[src/rtl/sram_port_arbiter_pkg.sv]
// sram_port_arbiter_pkg: arbiter FSM state encodings
package sram_port_arbiter_pkg;
  localparam logic [2:0] ARB_IDLE   = 3'd0;
  localparam logic [2:0] ARB_I_ADDR = 3'd1;
  localparam logic [2:0] ARB_I_DATA = 3'd2;
  localparam logic [2:0] ARB_D_ADDR = 3'd3;
  localparam logic [2:0] ARB_D_DATA = 3'd4;
endpackage

[src/rtl/sram_port_arbiter_tracker.sv]
// sram_req_tracker: per-side done flag, read-data register and pending/stall
module sram_req_tracker #(
  parameter int DW = 32
) (
  input  logic          clk,
  input  logic          rst,
  input  logic          en,
  input  logic          longest_stall,
  input  logic          fin,
  input  logic          wr_rdata,
  input  logic [DW-1:0] mem_rdata,
  output logic [DW-1:0] rdata,
  output logic          pend
);
  logic done;
  assign pend = en & ~done;
  always_ff @(posedge clk) begin
    if (!rst) begin
      done  <= 1'b0;
      rdata <= '0;
    end else begin
      done <= (fin & en) | (done & longest_stall);
      if (fin & wr_rdata) rdata <= mem_rdata;
    end
  end
endmodule

[src/rtl/sram_port_arbiter.sv]
// sram_port_arbiter: shares one single-outstanding memory port between fetch and load/store
module sram_port_arbiter #(
  parameter int AW = 32,
  parameter int DW = 32
) (
  input  logic            clk,
  input  logic            rst,
  input  logic            inst_en,
  input  logic [AW-1:0]   inst_addr,
  output logic [DW-1:0]   inst_rdata,
  output logic            i_stall,
  input  logic            data_en,
  input  logic [DW/8-1:0] data_wen,
  input  logic [AW-1:0]   data_addr,
  input  logic [DW-1:0]   data_wdata,
  output logic [DW-1:0]   data_rdata,
  output logic            d_stall,
  input  logic            longest_stall,
  output logic            mem_req,
  output logic            mem_wr,
  output logic [DW/8-1:0] mem_wstrb,
  output logic [AW-1:0]   mem_addr,
  output logic [DW-1:0]   mem_wdata,
  input  logic            mem_addr_ok,
  input  logic            mem_data_ok,
  input  logic [DW-1:0]   mem_rdata
);
  import sram_port_arbiter_pkg::*;
  logic [2:0] state;
  logic i_pend, d_pend;
  logic in_addr, in_data;
  assign in_addr = (state == ARB_I_ADDR) || (state == ARB_D_ADDR);
  assign in_data = (state == ARB_I_DATA) || (state == ARB_D_DATA);
  assign i_stall = i_pend;
  assign d_stall = d_pend;
  sram_req_tracker #(.DW(DW)) u_inst (
    .clk(clk), .rst(rst), .en(inst_en), .longest_stall(longest_stall),
    .fin((state == ARB_I_DATA) && mem_data_ok), .wr_rdata(1'b1),
    .mem_rdata(mem_rdata), .rdata(inst_rdata), .pend(i_pend)
  );
  sram_req_tracker #(.DW(DW)) u_data (
    .clk(clk), .rst(rst), .en(data_en), .longest_stall(longest_stall),
    .fin((state == ARB_D_DATA) && mem_data_ok), .wr_rdata(~mem_wr),
    .mem_rdata(mem_rdata), .rdata(data_rdata), .pend(d_pend)
  );
  always_ff @(posedge clk) begin
    if (!rst) begin
      state     <= ARB_IDLE;
      mem_req   <= 1'b0;
      mem_wr    <= 1'b0;
      mem_wstrb <= '0;
      mem_addr  <= '0;
      mem_wdata <= '0;
    end else if (state == ARB_IDLE && d_pend) begin
      state     <= ARB_D_ADDR;
      mem_req   <= 1'b1;
      mem_wr    <= |data_wen;
      mem_wstrb <= data_wen;
      mem_addr  <= data_addr;
      mem_wdata <= data_wdata;
    end else if (state == ARB_IDLE && i_pend) begin
      state     <= ARB_I_ADDR;
      mem_req   <= 1'b1;
      mem_wr    <= 1'b0;
      mem_wstrb <= '0;
      mem_addr  <= inst_addr;
      mem_wdata <= '0;
    end else if (in_addr && mem_addr_ok) begin
      state   <= state + 3'd1;
      mem_req <= 1'b0;
    end else if (in_data && mem_data_ok) begin
      state <= ARB_IDLE;
    end
  end
  always_ff @(posedge clk) begin
    assert (!(rst && mem_data_ok && !in_data)) else $error("mem_data_ok outside a data phase");
  end
endmodule

[config.mk]
export PLATFORM = sky130hd
export DESIGN_NAME = sram_port_arbiter
export DESIGN_NICKNAME = d
export VERILOG_FILES = /design/src/rtl/sram_port_arbiter_pkg.sv /design/src/rtl/sram_port_arbiter_tracker.sv /design/src/rtl/sram_port_arbiter.sv
export SDC_FILE = /design/constraint.sdc
export NUM_CORES = 1
export LEC_CHECK = 0
export CELL_PAD_IN_SITES_DETAIL_PLACEMENT = 1
export CELL_PAD_IN_SITES_GLOBAL_PLACEMENT = 1
export CORE_ASPECT_RATIO = 2
export CORE_MARGIN = 2
export CORE_UTILIZATION = 25
export CTS_CLUSTER_DIAMETER = 100
export DETAILED_ROUTE_END_ITERATION = 16
export PLACE_DENSITY = 0.84
export REMOVE_ABC_BUFFERS = 1
export SLEW_MARGIN = 30
export SYNTH_ARGS = -nofsm -noshare
export SYNTH_HDL_FRONTEND = slang
export SYNTH_SLANG_ARGS = --single-unit
[constraint.sdc]
create_clock -name clk -period 1.76 [get_ports clk]
set_clock_uncertainty 0.1 [all_clocks]
set_input_delay 0.352 -clock clk [delete_from_list [all_inputs] [get_ports clk]]
set_output_delay 0.352 -clock clk [all_outputs]
set_load 0.02 [all_outputs]
==> flow_summary_export.csv, run 1 <==
group,metric,value,unit
outcome,status,"finished clean",
drt,ant_nets,0,
finish,layout-drive-gt1-share,0.0806,
logic_synthesis,synth-seq-cells,139,
logic_synthesis,yosysWarnings,0,
sta,slew_violations,0,
pwr,vdd_ir_drop_max,0.000572,V
pwr,p_sw,0.00258,W
worst_hold_path,hold_depth,2,
drt,wl_per_cell,17.8,um
grt,grtUsageTotal,0.182,
sta,finalCritPeriodShare,0.953,
sta,fin_crit,1.68,ns
clocking,root_buffer,"clkbuf_16",
grt,grt_start_max_net_pins,59,
clocking,path_clk_slew,0.06,ns
drt,drt-initial-drc-count,188,
finish,seq_area,2780,sq um
clocking,cts_sinks,139,
drt,viasPerCell,4.68,
placement,post-dp-hpwl,14900,um
sta,max_clock_freq,596,MHz
worst_setup_path,cp_max_fo,11,
worst_setup_path,cp.arrival,1.93,ns
finish,multi_input_area,2390,sq um
die,num_rows,75,
finish,finalNetCount,1036,
clocking,clock_latency,0.42,ns
drt,drtPass1Iterations,4,
worst_setup_path,r2r-end,"u_data.rdata[29]$_SDFFE_PN0P_",
logic_synthesis,synth_cell_types,30,
pwr,p_seq_frac,0.397,
finish,final_util,0.429,
logic_synthesis,synth_top_area_share,0.517,
grt,grt_pass1_wl,31500,um
pwr,sw_frac_of_total,0.292,
worst_setup_path,cp-start-kind,"flip-flop",
logic_synthesis,ys_top_cells_by_area,"dfxtp_1, nand2_1, a21oi_1",
grt,grt_overflow,0,
worst_setup_path,cp.required,2.02,ns
placement,portBuffers,274,
drt,route.detailed.drc,0,
drt,vias,5513,
grt,grt_pass1_vias,5828,
worst_hold_path,hold_path_class,"primary input to flip-flop",
logic_synthesis,yosysSeqAreaShare,0.517,
die,io_pins,275,
pwr,clockPowerShare,0.374,
pwr,p_int,0.00627,W
finish,finalInstanceArea,9020,sq um
clocking,cts_buffers,17,
logic_synthesis,syn_avg_cell_area,8.60,sq um
job,maxCapViolCount,0,
die,dieHeight,211,um
placement,gp_congestion,0.792,
worst_setup_path,r2r_setup_slack,0.08,ns
worst_hold_path,min_from,"rst",
clocking,cts.path.max_buffers,2,
worst_setup_path,reg2reg_depth,9,
logic_synthesis,synth_area,5380,sq um
clocking,htreeDepth,4,
pwr,powerDensity,982,nW/um^2
sta,tightest_slew,0.383,ns
logic_synthesis,yosysTopAreaCell,"dfxtp_1",
sta,rsz0062_at_grt,"no",
grt,antenna_found_initial,2,
finish,fillers,2461,
logic_synthesis,synthCells,625,
clocking,cts_tree,"yes",
sta,maxSlewHeadroom,0.741,
die,die_area,22800,sq um
finish,area_growth,67.7,%
placement,post_dp_cell_area,8510,sq um
die,floorplan.initialDensity,0.256,
sta,setup_viol_count_final,0,
pwr,combPwrFrac,0.230,
worst_setup_path,worstSetupPathType,"flip-flop to flip-flop",
worst_hold_path,min_to,"u_inst.rdata[6]$_SDFFE_PN0P_",
die,core,21000,sq um
worst_setup_path,cp-end-kind,"flip-flop",
worst_setup_path,regToRegStartpoint,"state[0]$_SDFFE_PN0P_",
sta,final_hold_viol_count,0,
drt,wl,20900,um
pwr,p_leak,3.85,nW
die,fp.dieW,108,um
registers in the layout (all words and copies together) (netlist names):
name,flops
mem_addr,32
mem_req,1
mem_wdata,32
mem_wr,1
mem_wstrb,4
state,3
u_data.done,1
u_data.rdata,32
u_inst.done,1
u_inst.rdata,32
power by group through the flow:
| stage | Clock [W] | Combinational [W] | Sequential (W) |
|---|---|---|---|
| 2_1_floorplan | 0 | 0.000621 | 0.00386 |
| 3_3_place_gp | 0 | 0.00212 | 0.00357 |
| 3_5_place_dp | 0 | 0.00216 | 0.00358 |
| 4_1_cts | 0.00342 | 0.00202 | 0.00351 |
| 5_1_grt | 0.00352 | 0.00221 | 0.00354 |
| 6_report | 0.00331 | 0.00203 | 0.00351 |
critical path, cell delays in order, from the launching register on:
cell and delay (ns):
dfxtp_1 0.32, inv_2 0.08, ha_2 0.19, buf_6 0.11, nand2_2 0.07, nor3b_4 0.21
buf_6 0.17, clkbuf_16 0.18, nand2_1 0.07, a21boi_1 0.11
synth_stat cells (all sizes together):
| cell type | count |
|---|---|
| a21oi | 65 |
| o21ai | 36 |
| o21a | 1 |
| nand4 | 1 |
| and3 | 1 |
| a21o | 1 |
| a21boi | 68 |
| a22oi | 37 |
| and2 | 1 |
| nor2b | 37 |
| nand3 | 2 |
| ha | 3 |
| clkbuf | 22 |
| inv | 2 |
| nor2 | 3 |
| o41ai | 1 |
| and2b | 3 |
| nor3b | 1 |
| nand2 | 169 |
| buf | 28 |
| or2 | 1 |
| a31oi | 1 |
| dfxtp | 139 |
| nand4b | 2 |
worst max path at each step:
| stage | startpoint | to |
|---|---|---|
| 2_1_floorplan | state[0]$_SDFFE_PN0P_ | mem_wr$_SDFFE_PN0P_ |
| 3_3_place_gp | data_en | d_stall |
| 3_5_place_dp | data_en | mem_wdata[4]$_SDFFE_PN0P_ |
| 4_1_cts | state[0]$_SDFFE_PN0P_ | mem_addr[20]$_SDFFE_PN0P_ |
| 5_1_grt | state[0]$_SDFFE_PN0P_ | u_data.rdata[21]$_SDFFE_PN0P_ |
| 6_report | state[0]$_SDFFE_PN0P_ | u_data.rdata[29]$_SDFFE_PN0P_ |
routing by layer:
layer  wire length [um]  share of wire  track usage
met4                725          0.035       0.0933
met1               6810           0.33        0.168
met5                  0              0            0
met3                939          0.045       0.0385
met2              12400           0.59        0.359
area by class of cell:
cell class / instances / area share
antenna: 2 / 0.000555
clock buffer: 26 / 0.0565
clock inverter: 5 / 0.00389
inverter: 2 / 0.000833
multi-input combinational: 434 / 0.265
sequential: 139 / 0.309
tap: 269 / 0.0373
timing repair buffer: 300 / 0.327
stage by stage:
step                      hold slack [ns]  TNS, ns  setup WS [ns]  std cells  power, W
after global routing                0.255        0        0.00265       1177   0.00927
after CTS                           0.229        0        0.00700       1171   0.00895
final                               0.255        0         0.0821       1177   0.00886
after global placement              0.340   -22.02         -0.274       1140   0.00569
after floorplan                     0.336   -64.03         -0.815        575   0.00448
after detailed placement            0.348   -26.85         -0.327       1140   0.00575
what timing repair did:
| action | in CTS | in global routing |
|---|---|---|
| hold endpoints to repair | 0 | 0 |
| buffers inserted | 0 | 1 |
| gates cloned | 0 | 3 |
| gates resized for setup | 140 | 17 |
| pin swaps | 0 | 1 |
| hold buffers | 0 | 0 |
| endpoints found under the setup margin | 138 | 85 |
cell families after synthesis:
group | share of synthesized area
buffers and inverters | 0.0465
and+or+nand+nor | 0.181
adders and majority gates | 0.00698
DFF | 0.517
AOI/OAI and AO/OA | 0.248
placed cells by master (no fill, tap or decap), drive strengths merged:
cell type and n:
nand4 1, nand4b 2, inv 2, a21boi 68
buf 24, and2b 3, diode 2, ha 3
nand2 169, clkinv 1, nor2b 37, or2 1
dfxtp 139, a21oi 65, nor3b 1, a31oi 1
a21o 1, and2 1, a22oi 37, clkdlybuf4s50 137
nand3 2, and3 1, o21ai 36, dlygate4sd2 134
o21a 1, clkbuf 31, nor2 3, o41ai 1
clkinvlp 4
No activity file was read; power rests on OpenSTA's default activity.
==> run 2: changes to the inputs <==
CORE_ASPECT_RATIO = 0.7   (was 2)
SLEW_MARGIN = 20   (was 30)
==> flow_summary_export.csv, run 2 (synthesis gave the netlist of run 1 again) <==
group,metric,value,unit
drt,wl,20600,um
finish,antenna_cells,0,
finish,finalNetCount,1045,
clocking,cts_buffers,17,
die,num_rows,44,
drt,viasPerCell,4.62,
worst_setup_path,worstSetupPathType,"primary input to output port",
worst_setup_path,cp.required,1.31,ns
clocking,htreeDepth,4,
worst_setup_path,cp.arrival,1.26,ns
die,core,20900,sq um
die,io_pins,275,
clocking,clock_latency,0.41,ns
sta,tightest_slew,0.406,ns
sta,fin_crit,1.71,ns
clocking,path_clk_slew,0.06,ns
sta,maxSlewHeadroom,0.726,
worst_setup_path,critPathBufInv,2,
drt,vias,5505,
placement,post_dp_cell_area,8640,sq um
pwr,p_seq_frac,0.364,
finish,area_growth,72.6,%
placement,gp_congestion,0.758,
pwr,power.total,0.00967,W
drt,ant_nets,0,
sta,setup_viol_count_final,0,
die,dieHeight,127,um
worst_setup_path,cp-end-kind,"output port",
grt,grt_start_max_net_pins,79,
pwr,p_int,0.00694,W
pwr,p_leak,3.97,nW
finish,layout_common_cells,"nand2_1, clkdlybuf4s50_1, dfxtp_1",
pwr,sw_frac_of_total,0.282,
finish,finalInstanceArea,9280,sq um
sta,slew_violations,0,
placement,post-dp-hpwl,14600,um
pwr,combPwrFrac,0.221,
drt,highest_layer,"met4",
drt,route.detailed.drc,0,
clocking,cts_sinks,139,
worst_setup_path,slowest_delay,0.49,ns
sta,max_clock_freq,585,MHz
worst_setup_path,cpMaxStageDelayCell,"clkdlybuf4s50_1",
grt,grt_overflow,0,
clocking,cts.path.max_buffers,2,
pwr,powerDensity,1040,nW/um^2
drt,wl_met1,9350,um
sta,finalCritPeriodShare,0.970,
worst_setup_path,critPathTopFamily,"buffers and inverters",
sta,final_hold_viol_count,0,
clocking,root_buffer,"clkbuf_16",
clocking,hold_buffers,0,
worst_setup_path,path_cells,"clkdlybuf4s50_1, and2b_4, clkdlybuf4s15_2",
grt,antenna_found_initial,0,
grt,grtUsageTotal,0.174,
drt,drt-initial-drc-count,201,
outcome,status,"finished clean",
placement,portBuffers,274,
finish,final_common_cell,"nand2_1",
drt,wl_per_cell,17.3,um
die,floorplan.initialDensity,0.257,
clocking,cts_tree,"yes",
drt,drtPass1Iterations,4,
grt,grt_pass1_wl,30900,um
job,maxCapViolCount,0,
finish,layout-drive-gt1-share,0.105,
worst_hold_path,hold_path_class,"flip-flop to flip-flop",
pwr,vdd_ir_drop_max,0.000601,V
worst_setup_path,cp_max_fo,2,
pwr,clockPowerShare,0.415,
grt,grt_pass1_vias,5666,
drt,routed-wl-met2,9670,um
die,die_area,22700,sq um
pwr,p_sw,0.00273,W
die,fp.dieW,179,um
worst_setup_path,cp-start-kind,"primary input",
drt,wl_met3,1300,um
[run 2: through the flow]
| stage | utilization | TNS, ns | hold WS, ns | setup slack (ns) | cells |
|---|---|---|---|---|---|
| finish | 0.444 | 0 | 0.348 | 0.0520 | 1191 |
| detailed placement | 0.413 | -25.99 | 0.345 | -0.369 | 1156 |
| floorplan | - | -64.03 | 0.336 | -0.815 | 575 |
| CTS | 0.437 | 0 | 0.337 | 0.00457 | 1187 |
| global route | 0.444 | -0.161 | 0.348 | -0.0181 | 1191 |
| global placement | 0.413 | -20.96 | 0.339 | -0.277 | 1156 |
[run 2: area by class of cell]
class                           count  area [sq um]
Fill cell                        2425         11600
Timing Repair Buffer              309          3040
Sequential cell                   139          2790
Multi-Input combinational cell    434          2450
Clock buffer                       18           439
Tap cell                          276           345
Clock inverter                     13           216
Inverter                            2          7.51
[run 2: worst reg2reg max path: cells and delay by family (launching register included)]
family | cells | cell delay [ns]
and+or+nand+nor | 3 | 0.44
DFF | 1 | 0.34
adders and majority gates | 1 | 0.16
AOI/OAI and AO/OA | 1 | 0.16
buffers and inverters | 3 | 0.39
[run 2: path summary, 6_finish.rpt]
kind                                        to  cells after the start                         start  slack [ns]
setup / recovery                       d_stall                      3                       data_en        0.05
hold / removal    u_data.rdata[6]$_SDFFE_PN0P_                      2  u_data.rdata[6]$_SDFFE_PN0P_        0.35
setup reg to reg    mem_wdata[30]$_SDFFE_PN0P_                      8         state[0]$_SDFFE_PN0P_        0.07
hold reg to reg   u_data.rdata[6]$_SDFFE_PN0P_                      2  u_data.rdata[6]$_SDFFE_PN0P_        0.35
[run 2: power groups by stage]
stage	logic, W	clock network (W)	registers (W)
2_1_floorplan	0.000621	0	0.00386
3_3_place_gp	0.00221	0	0.00357
3_5_place_dp	0.00225	0	0.00359
4_1_cts	0.00210	0.00412	0.00351
5_1_grt	0.00232	0.00427	0.00354
6_report	0.00214	0.00401	0.00352
[run 2: what timing repair did]
item | CTS | global route
endpoints found under the setup margin | 168 | 77
pin swaps | 0 | 2
buffers inserted | 0 | 2
gates resized for setup | 142 | 22
gates cloned | 0 | 2
[run 2: metal layers]
layer  global-route usage  vias to the layer above
li1                     -                     2668
met1                0.222                     2654
met2                0.283                      159
met3               0.0537                       24
met4               0.0460                        0
met5                    0                        -
==> run 3: changes to the inputs <==
CELL_PAD_IN_SITES_DETAIL_PLACEMENT = unset   (was 1)
CELL_PAD_IN_SITES_GLOBAL_PLACEMENT = unset   (was 1)
CORE_UTILIZATION = 36   (was 25)
PLACE_DENSITY = 0.85   (was 0.84)
SLEW_MARGIN = 30   (was 20)
==> flow_summary_export.csv, run 3 (synthesis gave the netlist of run 1 again) <==
group,metric,value,unit
job,maxCapViolCount,0,
worst_hold_path,hold_path_class,"primary input to flip-flop",
clocking,cts_sinks,139,
drt,viasPerCell,4.90,
outcome,status,"finished clean",
clocking,cts.path.max_buffers,2,
drt,wl_per_cell,15.6,um
placement,gp_congestion,0.782,
finish,antenna_cells,0,
sta,tightest_slew,0.343,ns
die,io_pins,275,
sta,final_hold_viol_count,0,
sta,max_clock_freq,585,MHz
sta,slew_violations,0,
clocking,post_cts_buffers,0,
finish,area_growth,66.3,%
finish,final_util,0.611,
clocking,cts_tree,"yes",
clocking,root_buffer,"clkbuf_16",
clocking,path_clk_slew,0.06,ns
clocking,htreeDepth,4,
worst_setup_path,worstSetupPathType,"primary input to output port",
worst_setup_path,cp_max_fo,2,
die,num_rows,37,
drt,vias,5409,
grt,antenna_found_initial,0,
placement,post-dp-hpwl,12100,um
die,floorplan.initialDensity,0.368,
clocking,cts_buffers,17,
worst_setup_path,cp-end-kind,"output port",
clocking,clock_latency,0.40,ns
grt,grt_start_max_net_pins,59,
worst_setup_path,cp.arrival,1.26,ns
pwr,p_leak,3.90,nW
worst_setup_path,cp.required,1.31,ns
die,die_area,15900,sq um
finish,layout_common_cells,"nand2_1, dfxtp_1, clkdlybuf4s50_1",
drt,drt-initial-drc-count,246,
pwr,vdd_ir_drop_max,0.000626,V
sta,setup_viol_count_final,0,
finish,fin_cells,1105,
drt,route.detailed.drc,0,
placement,portBuffers,274,
pwr,powerDensity,1020,nW/um^2
finish,layout-drive-gt1-share,0.0791,
die,core,14600,sq um
drt,ant_nets,0,
finish,finalNetCount,1039,
finish,final_common_cell,"nand2_1",
sta,finalCritPeriodShare,0.971,
placement,post-place-cells,1072,
grt,grt_pass1_wl,26700,um
grt,grtUsageTotal,0.210,
grt,grt_pass1_vias,5197,
sta,maxSlewHeadroom,0.771,
die,fp.dieW,150,um
worst_setup_path,cp-start-kind,"primary input",
drt,drtPass1Iterations,5,
sta,fin_crit,1.71,ns
drt,wl,17200,um
die,dieHeight,106,um
grt,grt_overflow,0,
-- run 3: changes by cell type in the layout (fill, tap and decap cells not counted), moves of 3 or more --
cell        before  now
inv_8            0    3
clkinvlp_4       3    0
buf_12          14   10
buf_6            0    3
a22oi_1         22   37
bufinv_16        5    1
a22oi_2         15    0
inv_6            2    6
buf_4           20   16
-- run 3: metal layers --
layer | wire, um | up-vias | share of wire | track usage
met3 | 1250 | 20 | 0.073 | 0.0635
met4 | 268 | 0 | 0.016 | 0.0640
met5 | 0 | - | 0 | 0
met2 | 8180 | 196 | 0.48 | 0.339
li1 | - | 2658 | - | -
met1 | 7500 | 2535 | 0.44 | 0.270
-- run 3: what timing repair did --
item / CTS / global route
gates resized for setup: 142 / 5
setup endpoints to repair: 141 / 62
gates cloned: 0 / 1
hold buffers: 0 / 0
-- run 3: stage by stage --
step           setup TNS [ns]  total power [W]  hold WS (ns)  cell area (sq um)  setup slack, ns
6_report                    0          0.00914         0.226               8940           0.0512
5_1_grt                -0.213          0.00958         0.213               8940          -0.0222
4_1_cts                     0          0.00918         0.213               8900          0.00189
3_5_place_dp           -22.65          0.00572         0.345               8460           -0.301
3_3_place_gp           -19.03          0.00568         0.341               8460           -0.267
2_1_floorplan          -64.03          0.00448         0.336               5130           -0.815
-- run 3: final timing paths --
| kind | startpoint | end | slack (ns) | cells after the start |
|---|---|---|---|---|
| hold reg to reg | u_data.rdata[16]$_SDFFE_PN0P_ | u_data.rdata[16]$_SDFFE_PN0P_ | 0.35 | 2 |
| setup reg to reg | state[1]$_SDFFE_PN0P_ | mem_wdata[16]$_SDFFE_PN0P_ | 0.05 | 8 |
| setup / recovery | inst_en | i_stall | 0.05 | 3 |
| hold / removal | rst | u_data.rdata[31]$_SDFFE_PN0P_ | 0.23 | 2 |
-- run 3: where the power goes --
group | switching [W] | total, W | leakage [nW] | internal [W]
combinational | 0.00109 | 0.00203 | 2.47 | 0.000942
sequential | 0.000113 | 0.00350 | 1.13 | 0.00339
clock | 0.00157 | 0.00360 | 0.295 | 0.00203
total | 0.00277 | 0.00914 | 3.90 | 0.00637
-- run 3: worst max-delay path, cell delays in order --
cell             delay (ns)
clkdlybuf4s50_1        0.47
and2b_1                0.16
clkdlybuf4s15_2        0.27
-- run 3: final cells by class --
class	count	area [sq um]
fillers	1336	5690
repair buffers	303	2940
flip-flops and latches	139	2780
multi-input cells	434	2370
clock buffers	17	425
well taps	195	244
clock inverters	15	175
inverters	2	7.51
